**src/rtl/game_flow_controller.sv**
```systemverilog
// game_flow_controller
// Top-level game sequencer. It owns the title / playing / game-over screen
// state, the PS2 space-key acknowledge handshake, the bird's vertical physics,
// the pipe score and the pulse that reseeds the random generator.
// Every output is registered, so a cause becomes visible one cycle later.

module game_flow_controller #(
   parameter int TICK_DIV    = 833333,
   parameter int GRAVITY     = 1,
   parameter int FLAP_VEL    = -8,
   parameter int MAX_FALL    = 10,
   parameter int BIRD_Y_INIT = 216,
   parameter int FLOOR_Y     = 456,
   parameter int DEAD_HOLD   = 30
) (
   input  logic        clock,
   input  logic        reset,
   input  logic [1:0]  space_state,
   output logic        reset_space_state,
   input  logic        collide,
   input  logic        pass_pipe,
   output logic [1:0]  screen,
   output logic        random_reset,
   output logic        frame_tick,
   output logic [9:0]  bird_y,
   output logic [13:0] score
);

   typedef enum logic [1:0] {
      ST_TITLE = 2'd0,
      ST_PLAY  = 2'd1,
      ST_OVER  = 2'd2,
      ST_BAD   = 2'd3
   } state_t;

   localparam int TW = (TICK_DIV > 2) ? $clog2(TICK_DIV) : 1;
   localparam int HW = (DEAD_HOLD > 1) ? $clog2(DEAD_HOLD + 1) : 1;

   localparam logic [TW-1:0]     TICK_LAST = TW'(TICK_DIV - 1);
   localparam logic [HW-1:0]     HOLD_MAX  = HW'(DEAD_HOLD);
   localparam logic [9:0]        BIRD_INIT = 10'(BIRD_Y_INIT);
   localparam logic [13:0]       SCORE_MAX = 14'd9999;
   localparam logic signed [11:0] GRAV_V   = 12'(GRAVITY);
   localparam logic signed [11:0] FLAP_V   = 12'(FLAP_VEL);
   localparam logic signed [11:0] FALL_V   = 12'(MAX_FALL);
   localparam logic signed [11:0] FLOOR_V  = 12'(FLOOR_Y);

   state_t               r_state;
   logic [TW-1:0]        r_tickCnt;
   logic                 r_frameTick;
   logic                 r_ack;
   logic                 r_randomReset;
   logic [9:0]           r_birdY;
   logic signed [11:0]   r_vel;
   logic [13:0]          r_score;
   logic [HW-1:0]        r_hold;

   state_t               w_stateNext;
   logic [TW-1:0]        w_tickNext;
   logic                 w_accept;
   logic                 w_press;
   logic                 w_randomResetNext;
   logic [9:0]           w_birdYNext;
   logic signed [11:0]   w_velNext;
   logic [13:0]          w_scoreNext;
   logic [HW-1:0]        w_holdNext;
   logic signed [11:0]   w_ny;
   logic signed [11:0]   w_velSum;
   logic signed [11:0]   w_velGrav;

   // A key event is taken only when no ack is outstanding, which forces
   // at least one low cycle between acks; releases are acked but never act.
   assign w_accept   = (space_state != 2'd0) && !r_ack;
   assign w_press    = w_accept && (space_state == 2'd1);

   // Frame counter wraps at TICK_DIV-1; the tick flag is registered from
   // the counter's next value so both line up on the same cycle.
   assign w_tickNext = (r_tickCnt == TICK_LAST) ? '0 : r_tickCnt + 1'b1;

   // Physics arithmetic is done in 12-bit signed so that a rising bird
   // above the top edge shows up as a non-positive candidate position.
   assign w_ny       = $signed({2'b00, r_birdY}) + r_vel;
   assign w_velSum   = r_vel + GRAV_V;
   assign w_velGrav  = (w_velSum > FALL_V) ? FALL_V : w_velSum;

   // Frame tick generator and key acknowledge, free-running in every screen.
   always_ff @(posedge clock or posedge reset) begin
      if (reset) begin
         r_tickCnt   <= '0;
         r_frameTick <= 1'b0;
         r_ack       <= 1'b0;
      end else begin
         r_tickCnt   <= w_tickNext;
         r_frameTick <= (w_tickNext == TICK_LAST);
         r_ack       <= w_accept;
      end
   end

   // Game state register: screen, bird position/velocity, score, hold timer.
   always_ff @(posedge clock or posedge reset) begin
      if (reset) begin
         r_state       <= ST_TITLE;
         r_birdY       <= BIRD_INIT;
         r_vel         <= '0;
         r_score       <= '0;
         r_hold        <= '0;
         r_randomReset <= 1'b0;
      end else begin
         r_state       <= w_stateNext;
         r_birdY       <= w_birdYNext;
         r_vel         <= w_velNext;
         r_score       <= w_scoreNext;
         r_hold        <= w_holdNext;
         r_randomReset <= w_randomResetNext;
      end
   end

   // Next-state and datapath decisions; in PLAY a collision beats everything
   // else, and a flap always beats gravity for the new velocity.
   always_comb begin
      w_stateNext       = r_state;
      w_birdYNext       = r_birdY;
      w_velNext         = r_vel;
      w_scoreNext       = r_score;
      w_holdNext        = r_hold;
      w_randomResetNext = 1'b0;
      case (r_state)
         ST_TITLE: begin
            w_birdYNext = BIRD_INIT;
            if (w_press) begin
               w_stateNext       = ST_PLAY;
               w_randomResetNext = 1'b1;
               w_scoreNext       = '0;
               w_velNext         = '0;
            end
         end
         ST_PLAY: begin
            if (collide) begin
               w_stateNext = ST_OVER;
               w_holdNext  = '0;
            end else begin
               if (r_frameTick) begin
                  w_velNext = w_velGrav;
                  if (w_ny <= 12'sd0) begin
                     w_birdYNext = '0;
                     w_velNext   = '0;
                  end else if (w_ny >= FLOOR_V) begin
                     w_birdYNext = FLOOR_V[9:0];
                     w_stateNext = ST_OVER;
                     w_holdNext  = '0;
                  end else begin
                     w_birdYNext = w_ny[9:0];
                  end
               end
               if (w_press) begin
                  w_velNext = FLAP_V;
               end
               if (pass_pipe && (r_score != SCORE_MAX)) begin
                  w_scoreNext = r_score + 14'd1;
               end
            end
         end
         ST_OVER: begin
            if (r_frameTick && (r_hold != HOLD_MAX)) begin
               w_holdNext = r_hold + 1'b1;
            end
            if (w_press && (r_hold == HOLD_MAX)) begin
               w_stateNext = ST_TITLE;
               w_birdYNext = BIRD_INIT;
            end
         end
         default: begin
            w_stateNext = ST_TITLE;
            w_birdYNext = BIRD_INIT;
         end
      endcase
   end

   assign reset_space_state = r_ack;
   assign screen            = r_state;
   assign random_reset      = r_randomReset;
   assign frame_tick        = r_frameTick;
   assign bird_y            = r_birdY;
   assign score             = r_score;

endmodule

```
**config.mk**
```make
export PLATFORM = sky130hd
export DESIGN_NAME = game_flow_controller
export DESIGN_NICKNAME = d
export VERILOG_FILES = /design/src/rtl/game_flow_controller.sv
export SDC_FILE = /design/constraint.sdc
export NUM_CORES = 1
export LEC_CHECK = 0
export ABC_AREA = 1
export ABC_CLOCK_PERIOD_IN_PS = 6700
export CORE_MARGIN = 5
export CORE_UTILIZATION = 30
export CTS_CLUSTER_DIAMETER = 40
export DETAILED_ROUTE_END_ITERATION = 7
export PLACE_DENSITY = 0.52
export SLEW_MARGIN = 20
export SYNTH_ARGS = -nofsm -noshare
export SYNTH_HDL_FRONTEND = slang
export SYNTH_SLANG_ARGS = --single-unit
```
**constraint.sdc**
```tcl
create_clock -name clock -period 6.7 [get_ports clock]
set_clock_uncertainty 0.2 [all_clocks]
set_input_delay 0.67 -clock clock [delete_from_list [all_inputs] [get_ports clock]]
set_output_delay 0.67 -clock clock [all_outputs]
set_load 0.01 [all_outputs]
```
==> results.md <==
- Placed cell areas: 5090 sq um
- Worst r2r src: r_vel[0]$_DFFE_PP0P_
- Critical Path RT: 6690 ps
- Die Ht: 133 um
- Fin nets: 712
- Share of layout cells above drive strength 1: 0.0837
- Post-route clock period utilization: 0.434
- Yosys warnings: 0
- Switching part of the total power: 0.390
- Synth Net Count: 670
- CTS tree: built
- F_max: 344 MHz
- Seq/Total Area, Yosys: 0.364
- Ys async rst share: 1.00
- Die area: 17700 sq um
- Worst-path clk slew: 50 ps
- # diodes: 0
- Leakage: 2.71 nW
- Slew at the pin closest to its max-slew limit: 849 ps
- Syn Area/Cell: 7.05 sq um
- Die Span X: 133 um
- Combinational group share of total power: 0.366
- Register bit total from synthesis: 66
- Vias: 4179
- Slew Viols, Final: 0
- Psw: 0.000614 W
- Pwr dens: 292 nW/um^2
- Sequential share of power: 0.325
- Largest net degree at the start of global routing: 67
- Slowest cell delay on critical path: 440 ps
- Dpl hpwl: 8800 um
- Clk root buf: clkbuf_16
- Slowest CP cell: dfrtp_1
- Area grow syn2layout: 18.4%
- Crit path cell chain: ha_1, inv_1, fa_1, inv_1, nand3_1, nand2_1, a21oi_2, xor2_1, nand2_1, nor3_1, nand2_1, nand2_2, inv_1, nand3_1, o21ai_0
- DR WL/cell: 12.8 um
- Buffers inserted by post-CTS timing repair: 0
- # setup viols final: 0
- Final RePlAce weighted congestion: 0.862
- RSZ-0062 raised after global routing: no
- Crit. End Element: flip-flop
- Post-route cell area: 5390 sq um
- Antenna viol nets, final: 0
- Distinct cells, synth: 39
- Cell count after synthesis: 646
- Top Ports: 35
- CTS sink count: 66
- Drc violations: 0
- Port buffer count: 34
- CP startpoint kind: flip-flop
- Grt ovf: 0
- Clock Latency Late Sink: 340 ps
- First-pass DRT Iterations: 5
- Clock Power Share: 0.308
- Hold Violations, Final: 0
- Worst hold path type: flip-flop to flip-flop
- Cts bufs inserted: 9
- Number of antenna violations at the first check in global routing: 0
- Vias in the first global route: 4116
- Post_cts resized: 0
- Worst Path Max Fanout: 13
- Initial DRC Count: 251
- Worst Setup SP: r_vel[0]$_DFFE_PP0P_
- Slew HR: 0.434
- WP data arrival: 2900 ps
- Via density: 4.74
- Post-synth EDFFs: 0
- Hold_buf cts: 0
- Status: completed
- Initial Util: 0.303
- Ys flop type: dfrtp_1
- Core area: 15000 sq um
- Syn Std Cell Area: 4550 sq um
- Minimum clock period: 2910 ps
- Worst Min Path Start: reset_space_state$_DFF_PP0_
- Total power: 0.00157 W
- First-pass GRT wire length: 19600 um
- Num rows: 45
- Setup tns final: 0 ps
- Int Pwr: 0.000959 W
- Max-cap violation count: 0
- H-tree depth: 3
- FILL cells: 1598
- Critical path class: flip-flop to flip-flop
- Max Root-Sink Buffers: 2
- Global Route Usage Sum: 0.135
- WL final: 11300 um
- Peak supply drop: 0.000169 V
==> power by group through the flow <==
| stage | Clock [W] | Combinational, W | Sequential, W |
|---|---|---|---|
| 2_1_floorplan | 0 | 0.000408 | 0.000507 |
| 3_3_place_gp | 0 | 0.000571 | 0.000517 |
| 3_5_place_dp | 0 | 0.000576 | 0.000518 |
| 4_1_cts | 0.000501 | 0.000580 | 0.000512 |
| 5_1_grt | 0.000516 | 0.000657 | 0.000521 |
| 6_report | 0.000485 | 0.000576 | 0.000512 |
==> state kept, by name, summed over array words and instances, names as in the netlist <==
name	cells
bird_y	10
frame_tick	1
r_hold	5
r_tickCnt	20
r_vel	12
random_reset	1
reset_space_state	1
score	14
screen	2
==> per-stage QoR <==
stage	util	worst slack [ps]	hold WS [ps]	std cells
3_5_place_dp	0.338	3540	264	865
3_3_place_gp	0.338	3630	263	865
6_report	0.359	3790	269	881
2_1_floorplan	-	4180	252	646
4_1_cts	0.359	3790	276	881
5_1_grt	0.359	3480	305	881
==> critical path: cells and delay by family, from the launching register on <==
kind                     cells  cell delay, ps
adder cells (fa/ha/maj)      2             600
XOR/XNOR                     1             230
AO/OA/AOI/OAI                2             190
buffers and inverters        3             290
flip-flops                   1             440
AND/OR/NAND/NOR              7             810
==> synth_stat cells, drive strengths merged (2+ instances only) <==
master    n  area (sq um)
nand3    56           305
clkbuf    2          7.51
nor2     75           322
nand2   180           711
inv     109           409
a21boi    2          15.0
dfstp     4           105
dfrtp    62          1550
or2       2          12.5
nor3     23           140
xor2     13           114
nor4      2          12.5
o21ai    36           180
o31ai     3          22.5
nand4    18           113
o21bai    7          52.6
a21oi    22           121
a21o      2          15.0
ha       17           213
xnor2     3          33.8
==> cell families after synthesis <==
group | synth area share
xor+xnor | 0.0324
flops | 0.364
buf+inv | 0.101
fa+ha+maj | 0.0511
compound gates | 0.0940
simple gates | 0.358
==> area by class of cell <==
type	instances	area, sq um	share of cell area
Multi-Input combinational cell	467	2440	0.452
Sequential cell	66	1660	0.307
Inverter	109	409	0.0759
Timing Repair Buffer	35	348	0.0645
Clock buffer	12	256	0.0476
Tap cell	188	235	0.0436
Clock inverter	4	50.0	0.00928
==> placed cells by master (no fill, tap or decap), types with 2 or more instances in the layout <==
master / Yosys / layout
ha_1: 17 / 17
xnor2_1: 2 / 2
nor3_2: 5 / 5
o21bai_1: 7 / 7
a21o_1: 2 / 2
o21ai_0: 28 / 28
a21boi_0: 2 / 2
xor2_1: 13 / 13
o31ai_1: 3 / 3
clkbuf_16: 0 / 9
inv_2: 4 / 5
a21oi_1: 19 / 19
nor2_4: 4 / 4
nor2_1: 67 / 67
nand4_1: 18 / 18
nor4_1: 2 / 2
inv_1: 105 / 104
nand3_2: 5 / 5
nand2_1: 170 / 170
nor2_2: 4 / 4
nand2_4: 2 / 2
o21ai_1: 8 / 8
dfstp_2: 4 / 4
dfrtp_1: 62 / 62
clkdlybuf4s50_1: 0 / 34
clkinvlp_4: 0 / 2
a21oi_2: 3 / 3
nor3_1: 18 / 18
nand2_2: 8 / 8
nand3_1: 51 / 51
clkbuf_8: 0 / 2
==> path summary, 6_finish.rpt <==
path | to | slack, ps | depth (start not counted)
hold / removal | reset_space_state$_DFF_PP0_ | 270 | 1
min in group asynchronous | score[5]$_DFFE_PP0P_ | 700 | 3
hold reg to reg | reset_space_state$_DFF_PP0_ | 270 | 1
max in group asynchronous | r_tickCnt[14]$_DFF_PP0_ | 5040 | 3
setup / recovery | r_vel[1]$_DFFE_PP0P_ | 3790 | 15
setup reg to reg | r_vel[1]$_DFFE_PP0P_ | 3790 | 15
==> layer usage <==
metal,wire length (um),GRT usage,vias up,part of all wire
li1,-,-,2145,-
met1,5590,0.185,1936,0.49
met2,5050,0.209,82,0.45
met3,382,0.0298,16,0.034
met4,289,0.0514,0,0.026
met5,0,0,-,0
No activity file was read; power rests on OpenSTA's default activity.
